--- src/rtl/datapath_pkg.sv ---
// Shared datapath types and select encodings for the word-select stages.
package datapath_pkg;

    localparam int DATA_W = 16;

    typedef logic [DATA_W-1:0] word_t;

    localparam logic SEL_A = 1'b0;
    localparam logic SEL_B = 1'b1;

endpackage : datapath_pkg

--- src/rtl/mux2_word.sv ---
// Combinational 2:1 word multiplexer; sel chooses b when high, a when low.
module mux2_word
    import datapath_pkg::*;
#(
    parameter int WIDTH = DATA_W
) (
    input  logic [WIDTH-1:0] a,
    input  logic [WIDTH-1:0] b,
    input  logic             sel,
    output logic [WIDTH-1:0] y
);

    always_comb begin
        y = a;
        if (sel == SEL_B) begin
            y = b;
        end
    end

endmodule : mux2_word

--- src/rtl/mux16_sel_reg.sv ---
// Registered 2:1 word select stage with capture enable and a one-cycle valid flag.
module mux16_sel_reg
    import datapath_pkg::*;
#(
    parameter int               WIDTH     = DATA_W,
    parameter logic [WIDTH-1:0] RESET_VAL = '0
) (
    input  logic             clk,
    input  logic             rst,
    input  logic             en,
    input  logic [WIDTH-1:0] a,
    input  logic [WIDTH-1:0] b,
    input  logic             sel,
    output logic [WIDTH-1:0] out,
    output logic             out_valid
);

    logic [WIDTH-1:0] mux_d;
    logic [WIDTH-1:0] out_q;
    logic [WIDTH-1:0] out_d;
    logic             valid_q;
    logic             valid_d;

    mux2_word #(
        .WIDTH (WIDTH)
    ) u_mux (
        .a   (a),
        .b   (b),
        .sel (sel),
        .y   (mux_d)
    );

    // The valid flag marks only the cycle right after a capture; holding the word does not keep it high.
    always_comb begin
        out_d   = out_q;
        valid_d = 1'b0;
        if (en) begin
            out_d   = mux_d;
            valid_d = 1'b1;
        end
    end

    always_ff @(posedge clk) begin
        if (rst) begin
            out_q   <= RESET_VAL;
            valid_q <= 1'b0;
        end else begin
            out_q   <= out_d;
            valid_q <= valid_d;
        end
    end

    assign out       = out_q;
    assign out_valid = valid_q;

endmodule : mux16_sel_reg

--- config.mk ---
export PLATFORM = sky130hd
export DESIGN_NAME = mux16_sel_reg
export DESIGN_NICKNAME = d
export VERILOG_FILES = /design/src/rtl/datapath_pkg.sv /design/src/rtl/mux2_word.sv /design/src/rtl/mux16_sel_reg.sv
export SDC_FILE = /design/constraint.sdc
export NUM_CORES = 1
export LEC_CHECK = 0
export BUFFER_PORTS_ARGS = -buffer_cell sky130_fd_sc_hd__buf_2
export CORE_MARGIN = 5
export CORE_UTILIZATION = 39
export DETAILED_ROUTE_END_ITERATION = 8
export HOLD_SLACK_MARGIN = 0.05
export PLACE_DENSITY = 0.77
export SLEW_MARGIN = 10
export SYNTH_ARGS = -nofsm -noshare
export SYNTH_HDL_FRONTEND = slang
export SYNTH_SLANG_ARGS = --single-unit
--- constraint.sdc ---
create_clock -name clk -period 1.1 [get_ports clk]
set_input_delay 0.165 -clock clk [delete_from_list [all_inputs] [get_ports clk]]
set_output_delay 0.165 -clock clk [all_outputs]
set_load 0.02 [all_outputs]
==> metrics, run 1 <==
synthesized instance count=74; via count=706; max-slew violations=0; I/O Buffers=52; initial antenna violation count=0; WP data arrival=810 ps; post-synth top area share=45.6%; number of hold violations in the final report=0; Rows=15; Nets=160; Synth Area in Compound Gates=16.1%; CTS-repair resized insts=0; sequential fraction of the synthesis area=45.6%; # hold bufs at CTS=0; DP HPWL=1470 um; full die area=2890 sq um; syn_area_per_cell=10.1 sq um; Fmax=1030 MHz; max cap viols=0; vias in the first global route=725; hold_ws=202 ps; starting density of the core=42.3%; Global Route met3 Usage=1.39%; Core ar.=1760 sq um; worst path bufs/invs=1; Crit Path Max Fanout=2; Max VDD drop=0.000554 V; status=completed; # H-tree levels=1; LEAKAGE=0.529 nW; clk_lat worst skew=290 ps; met2 global-route usage=27.6%; count of cell types in the netlist=10; simple-gate area share of the yosys netlist=8.89%; Final ANT Viol Nets=0; Layout fillers=189; XOR/XNOR share of the synthesized area=0%; fraction of layout cells with a size suffix above 1=45.5%; DIE HEIGHT=53.7 um; clk_skew=0 ps; post-CTS setup buffers=0; minimum clock period=973 ps; Clock Pin Slew Worst Setup and Hold Paths=100 ps; CTS Root Cell=clkbuf_4; met1 global-route usage=14.1%; worst min path class=input pin to flop; global route overflow=0; TritonCTS clock tree=built; die width=53.7 um; WP depth=1; GP Congestion=0.765; wire length per cell=13.0 um; total wire length=1930 um; CP Cell Sequence=buf_2; vias per cell=4.77; r2r worst-path depth=2; multiplexer share of the synthesized area=21.5%; clock tree sinks=17; Slowest-stage cell, CP=dfxtp_1; PD cells=1280 nW/um^2; Least-Margin Pin Slew=479 ps; largest family of logic cells by synthesized area=multiplexers; RSZ-0062 raised after global routing=false; CP required=940 ps; total power=1.31 mW; Tcrit/Tclk final=88.4%; critical path type=flop to output pin; Max Root-Sink Buffers=2; Crit. End Element=output pin; first-pass GRT wire length=3010 um; Worst slew margin=68.0%; #FFs+latches synth=17; synthesized area=746 sq um; DRC Markers=0; CP peak stage delay=350 ps; fraction of the mapped netlist area in adder cells=0%; GRT Max-Usage Layer=met2; largest net degree at the start of global routing=34; Area growth syn-to-layout=37.4%; hold path cells=3; crit-path leading delay family=flip-flops; final setup fails=0; Synth area leader=dfxtp_1; Num CTS Buffers=3; Antenna diodes=0; drt first pass iters=2; Startpoint Class=flop; synth top area cells=dfxtp_1, mux2i_1, a211oi_1; setup TNS=0 ps; Syn Nets=110; DR iter-0 viols=2; Tot GR Track Use=14.5%; count of yosys warnings during synthesis=0; top-level port count=53
stage by stage:
stage	cell area, sq um	std cells	worst slack, ps	util (%)
after global routing	1020	148	80.4	58.1
after CTS	1020	148	115	58.1
after floorplan	746	74	286	-
after detailed placement	998	144	26.7	56.6
final	1020	148	127	58.1
after global placement	998	144	77.6	56.6
Yosys cell counts (all sizes together):
library cell and instances:
nor2b 1, nor2 16, mux2i 16, a211oi 16, clkbuf 1, buf 7
dfxtp 17
where the power goes:
group	switching [mW]	internal [mW]	total, mW
Sequential	0.0201	0.661	0.681
Combinational	0.161	0.134	0.295
Clock	0.196	0.141	0.337
Total	0.377	0.936	1.31
area by class of cell:
type	count	area (sq um)	area share, %
timing repair buffer	53	280	27.4
sequential	17	340	33.2
clock buffer	4	26.3	2.56
multi-input combinational	49	347	33.8
tap	25	31.3	3.05
layer usage:
| metal | routed length [um] | vias up | share of wire [%] |
|---|---|---|---|
| li1 | - | 366 | - |
| met1 | 682 | 315 | 35 |
| met2 | 1090 | 20 | 57 |
| met3 | 98 | 5 | 5.1 |
| met4 | 55 | 0 | 2.9 |
| met5 | 0 | - | 0 |
sequential cells by signal (all words and copies together) (netlist names):
register   count
out           16
out_valid      1
final timing paths:
check / from / to / slack [ps]
worst max-delay path: out[12] / out[12] / 130
worst min-delay path: a[1] / out[1] / 200
worst max register to register: out[15] / out[15] / 420
worst min register to register: out[2] / out[2] / 490
placed cells by master (no fill, tap or decap), drive strengths merged:
cell     n
dfxtp   17
a211oi  16
nor2    16
clkbuf   4
buf     53
nor2b    1
mux2i   16
logic make-up after synthesis:
family / after synthesis
buffers and inverters: 8
DFF: 17
muxes: 16
AOI/OAI and AO/OA: 16
and+or+nand+nor: 17
(Power assumes the default switching activity.)
==> run 2: changes to the inputs <==
--- a/config.mk
+++ b/config.mk
@@ -7,10 +7,12 @@
 export LEC_CHECK = 0
 export BUFFER_PORTS_ARGS = -buffer_cell sky130_fd_sc_hd__buf_2
 export CORE_MARGIN = 5
-export CORE_UTILIZATION = 39
+export CORE_UTILIZATION = 41
+export CTS_BUF_LIST = sky130_fd_sc_hd__clkbuf_8
 export DETAILED_ROUTE_END_ITERATION = 8
+export GPL_ROUTABILITY_DRIVEN = 1
 export HOLD_SLACK_MARGIN = 0.05
-export PLACE_DENSITY = 0.77
+export PLACE_DENSITY = 0.8
 export SLEW_MARGIN = 10
 export SYNTH_ARGS = -nofsm -noshare
 export SYNTH_HDL_FRONTEND = slang
==> run 2 against run 1 <==
Effect of this change: final cell count increased by 0.68%; sequential share of layout area down 1.2 points; total power up 10%; worst hold slack gained 47 ps; sequential power barely moved; largest cell class unchanged.
==> metrics, run 2 (synthesized netlist as in run 1, its figures left out) <==
TritonCTS clock tree=built; status=completed; fraction of layout cells with a size suffix above 1=46.8% (+1.2 points); critical path type=flop to output pin; Setup WS pre-CTS=167 ps (+140 ps); Startpoint Class=flop; Antenna diodes=0 (unchanged); Rows=15 (unchanged); initial antenna violation count=0 (unchanged); commonest non-fill, non-tap cell in the layout=buf_2; DR iter-0 viols=10 (+8); largest net degree at the start of global routing=34 (unchanged); max-slew violations=0 (unchanged); starting density of the core=43.2% (+0.92 points); Nets=161 (+0.63%); Max VDD drop=0.000704 V (+27%); drt first pass iters=4 (+2); via count=716 (+1.4%); Crit Path Max Fanout=2 (unchanged); DIE HEIGHT=52.6 um (-2.0%); post-CTS setup buffers=0 (unchanged); wire length per cell=12.8 um (-1.8%); Slowest-stage cell, CP=dfxtp_1; vias in the first global route=708 (-2.3%); clk_skew=0 ps (unchanged); Clock Pin Slew Worst Setup and Hold Paths=70 ps (-30 ps); Worst slew margin=78.1% (+10 points); I/O Buffers=52 (unchanged); first-pass GRT wire length=2920 um (-3.0%); crit-path leading delay family=flip-flops; worst min path class=input pin to flop; Final ANT Viol Nets=0 (unchanged); die width=52.6 um (-2.0%); global route overflow=0 (unchanged); clk_lat worst skew=250 ps (-40 ps); top-level port count=53 (unchanged); CTS-repair resized insts=0 (unchanged); minimum clock period=922 ps (-50.5 ps); GP Congestion=0.756 (-1.2%); PD cells=1360 nW/um^2 (+6.1%); most frequent cells in the layout=buf_2, dfxtp_1, mux2i_1, nor2_1, a211oi_1; RSZ-0062 raised after global routing=false; Tcrit/Tclk final=83.8% (-4.6 points); vias per cell=4.81 (+0.74%); Area growth syn-to-layout=42.8%; Fmax=1080 MHz (+5.5%); Least-Margin Pin Slew=328 ps (-151 ps); Core ar.=1730 sq um (-2.1%); total wire length=1910 um (-1.1%); DRC Markers=0 (unchanged); number of hold violations in the final report=0 (unchanged); # hold bufs at CTS=0 (unchanged); LEAKAGE=0.549 nW (+3.8%); # H-tree levels=1 (unchanged); max cap viols=0 (unchanged); DP HPWL=1440 um (-2.1%); worst setup slack after layout=178 ps (+50.5 ps); setup TNS=0 ps (unchanged); Max Root-Sink Buffers=2 (unchanged); total power=1.45 mW (+10%); Num CTS Buffers=3 (unchanged); final setup fails=0 (unchanged); clock tree sinks=17 (unchanged); CP Cell Sequence=buf_2; CP peak stage delay=340 ps (about the same); worst path bufs/invs=1 (unchanged); WP data arrival=760 ps (-50 ps); full die area=2770 sq um (-4.0%); max reg flops=16 (unchanged); Crit. End Element=output pin; CP required=940 ps (about the same); CTS Root Cell=clkbuf_8; fin util=61.7% (+3.6 points); Tot GR Track Use=14.1% (-0.38 points)
[run 2: changes by cell type in the layout (fill, tap and decap cells not counted)]
cell,change
clkbuf_4,-3
clkbuf_8,+3
buf_12,+1
clkbuf_1,-1
clkinv_2,+1
[run 2: tightest hold or removal path, delay by kind of cell]
kind / cells / cell delay, ps
muxes: 1 / 110
buffers and inverters: 1 / 90
AOI/OAI and AO/OA: 1 / 80
[run 2: final timing paths]
check	from	endpoint	slack (ps)	cells past startpoint
min reg2reg	out[6]	out[6]	480	2
max reg2reg	out[13]	out[13]	410	2
max	out[14]	out[14]	180	1
min	a[7]	out[7]	250	3
[run 2: layer usage]
layer	track usage, %	part of all wire (%)
met2	28.9	57
met1	13.0	36
met3	2.56	5.1
met4	6.38	1.5
met5	0	0
[run 2: area by class of cell]
type | instances | area (sq um)
flip-flops and latches | 17 | 340
multi-input cells | 49 | 347
repair buffers | 54 | 300
fillers | 174 | 662
clock inverters | 1 | 5.00
well taps | 25 | 31.3
clock buffers | 3 | 41.3
[run 2: where the power goes]
part	internal [mW]	total, mW	leakage, nW	switching (mW)
clock network	0.251	0.461	0.0255	0.210
registers	0.661	0.682	0.141	0.0203
logic	0.141	0.305	0.382	0.164
total	1.05	1.45	0.549	0.394
[run 2: per-stage QoR]
step	cell area, sq um	std cells	hold slack (ps)
2_1_floorplan	746	74	399
3_3_place_gp	1020	145	471
3_5_place_dp	1020	145	479
4_1_cts	1060	149	247
5_1_grt	1060	149	270
6_report	1060	149	249
==> run 3: changes to the inputs <==
--- a/config.mk
+++ b/config.mk
@@ -7,12 +7,12 @@
 export LEC_CHECK = 0
 export BUFFER_PORTS_ARGS = -buffer_cell sky130_fd_sc_hd__buf_2
 export CORE_MARGIN = 5
-export CORE_UTILIZATION = 41
+export CORE_UTILIZATION = 37
 export CTS_BUF_LIST = sky130_fd_sc_hd__clkbuf_8
 export DETAILED_ROUTE_END_ITERATION = 8
 export GPL_ROUTABILITY_DRIVEN = 1
 export HOLD_SLACK_MARGIN = 0.05
-export PLACE_DENSITY = 0.8
+export PLACE_DENSITY = 0.77
 export SLEW_MARGIN = 10
 export SYNTH_ARGS = -nofsm -noshare
 export SYNTH_HDL_FRONTEND = slang
==> constraint.sdc (replaced) <==
create_clock -name clk -period 0.8 [get_ports clk]
set_input_delay 0.12 -clock clk [delete_from_list [all_inputs] [get_ports clk]]
set_output_delay 0.12 -clock clk [all_outputs]
set_load 0.02 [all_outputs]
==> run 3 against run 2 <==
Effect of this change: register-to-register slack worse by 380 ps; non-clock buffer count rose by 6; sequential power up 41%; clock power up 34%; first-iteration DRC count shrank 20%; sequential share of layout area fell by 2.7 points; combinational power grew 71%; the flow now finishes with violations (setup timing); worst setup slack got worse by 200 ps; routed wire length is 12% higher; global-route usage up 0.83 points.
==> metrics, run 3 (synthesized netlist as in run 1, its figures left out) <==
Num CTS Buffers=3 (unchanged); CP required=680 ps (-260 ps); largest net degree at the start of global routing=34 (unchanged); status=finished with violations; worst path bufs/invs=1 (unchanged); max reg flops=16 (unchanged); hold path cells=3 (unchanged); LEAKAGE=0.605 nW (+10%); combinational share of power=24.8% (+3.7 points); DRC Markers=0 (unchanged); Nets=167 (+3.7%); critical path type=flop to output pin; top-level port count=53 (unchanged); failing checks=setup timing; Hold Crit Start=a[14]; worst min path class=input pin to flop; vias in the first global route=768 (+8.5%); initial antenna violation count=0 (unchanged); Hold EP=out[14]; Clk network pwr share=29.3% (-2.5 points); DIE HEIGHT=54.9 um (+4.3%); fraction of layout cells with a size suffix above 1=62.3% (+16 points); final setup fails=17 (+17); wire length per cell=13.5 um (+5.9%); Max Root-Sink Buffers=2 (unchanged); GP Congestion=0.700 (-7.3%); number of hold violations in the final report=0 (unchanged); CTS Root Cell=clkbuf_8; Crit. End Element=output pin; Sw Share=26.4% (-0.82 points); Slowest-stage cell, CP=dfxtp_2; hold_ws=197 ps (-51.3 ps); via count=743 (+3.8%); Crit Path Max Fanout=2 (unchanged); drt first pass iters=4 (unchanged); total wire length=2130 um (+12%); I/O Buffers=52 (unchanged); die width=54.9 um (+4.3%); max-slew violations=0 (unchanged); met1 global-route usage=14.1% (+1.2 points); Final ANT Viol Nets=0 (unchanged); TritonCTS clock tree=built; starting density of the core=38.4% (-4.8 points); Startpoint Class=flop; GRT Max-Usage Layer=met2; max cap viols=0 (unchanged); CP Cell Sequence=buf_6; total power=2.10 mW (+45%); most frequent cells in the layout=buf_2, dfxtp_2, buf_6, mux2i_1, nor2_1; PD cells=1710 nW/um^2 (+25%); Sequential Power Share=45.9% (-1.2 points); CP peak stage delay=340 ps (about the same); Worst slew margin=79.0% (+0.90 points); clk_lat worst skew=250 ps (about the same); global route overflow=0 (unchanged); Finished Cell Area=1230 sq um (+16%); R2R setup slack=30 ps (-380 ps); # hold bufs at CTS=0 (unchanged); commonest non-fill, non-tap cell in the layout=buf_2; Global Route met3 Usage=1.88% (-0.69 points); worst setup slack after layout=-20.8 ps (-199 ps); Setup WS pre-CTS=-231 ps (-397 ps); Rows=16 (+1); Area growth syn-to-layout=65.4%; Int Power=1.55 mW (+47%); sw power=0.556 mW (+41%); # H-tree levels=1 (unchanged); minimum clock period=821 ps; first-pass GRT wire length=3170 um (+8.8%); RR Startpoint=out[0]; reg2reg end=out[0]; Layout fillers=184 (+5.7%); r2r worst-path depth=3 (+1); Antenna diodes=0 (unchanged); full die area=3010 sq um (+8.7%); clk_skew=0 ps (unchanged); Fmax=1220 MHz; vias per cell=4.73 (-1.5%); met2 global-route usage=29.5% (+0.60 points); Least-Margin Pin Slew=315 ps (-13.5 ps); DP HPWL=1410 um (-2.5%); Max VDD drop=0.000749 V (+6.3%); WP data arrival=700 ps (-60 ps); Placement Cell Area=1000 sq um (-1.7%); RSZ-0062 raised after global routing=true; Core ar.=1940 sq um (+12%); DR iter-0 viols=8 (-2); crit-path leading delay family=flip-flops; Clock Pin Slew Worst Setup and Hold Paths=60 ps (about the same); Tot GR Track Use=15.0% (+0.83 points); Tcrit/Tclk final=103%; clock tree sinks=17 (unchanged)
[run 3: cell count changes in the layout (fill, tap and decap cells not counted), moves of 7 or more]
cell     delta
buf_2      -18
buf_4       +7
buf_6      +17
dfxtp_1    -17
dfxtp_2    +17
[run 3: layout make-up]
class,instances,area (sq um),share of cell area (%)
Clock buffer,3,41.3,3.35
Clock inverter,1,3.75,0.304
Multi-Input combinational cell,49,352,28.5
Sequential cell,17,362,29.3
Tap cell,27,33.8,2.74
Timing Repair Buffer,60,442,35.8
[run 3: how the worst max path moves through the flow]
| stage | depth (start not counted) | start | end |
|---|---|---|---|
| after floorplan | 4 | sel | out[10] |
| after global placement | 3 | sel | out[2] |
| after detailed placement | 3 | sel | out[1] |
| after CTS | 1 | out[12] | out[12] |
| after global routing | 1 | out[8] | out[8] |
| final | 1 | out[8] | out[8] |
[run 3: worst register-to-register path: cells and delay by family (launching register included)]
family                 cells  cell delay [ps]
flip-flops                 1              340
AO/OA/AOI/OAI              1              210
buffers and inverters      1              100
AND/OR/NAND/NOR            1               30
[run 3: stage by stage]
| step | setup TNS [ps] | utilization (%) | instances |
|---|---|---|---|
| 2_1_floorplan | 0 | - | 74 |
| 3_3_place_gp | -2490 | 51.5 | 146 |
| 3_5_place_dp | -3090 | 51.5 | 146 |
| 4_1_cts | -329 | 61.6 | 153 |
| 5_1_grt | -711 | 63.5 | 157 |
| 6_report | -242 | 63.5 | 157 |
[run 3: power groups by stage]
stage / sequential, mW / clock (mW) / combinational [mW]
CTS: 0.963 / 0.639 / 0.497
floorplan: 1.03 / 0 / 0.175
global placement: 0.954 / 0 / 0.400
finish: 0.965 / 0.616 / 0.522
detailed placement: 0.955 / 0 / 0.410
global route: 0.972 / 0.680 / 0.570
[run 3: timing repair]
item                       4_1_cts  5_1_grt
gates resized for setup         51        2
setup buffers                    3        4
setup endpoints to repair       17       26
pin swaps                        0        4
[run 3: routing by layer]
metal | vias up | part of all wire, %
li1 | 380 | -
met1 | 343 | 35
met2 | 18 | 59
met3 | 2 | 5.0
met4 | 0 | 1.2
met5 | - | 0
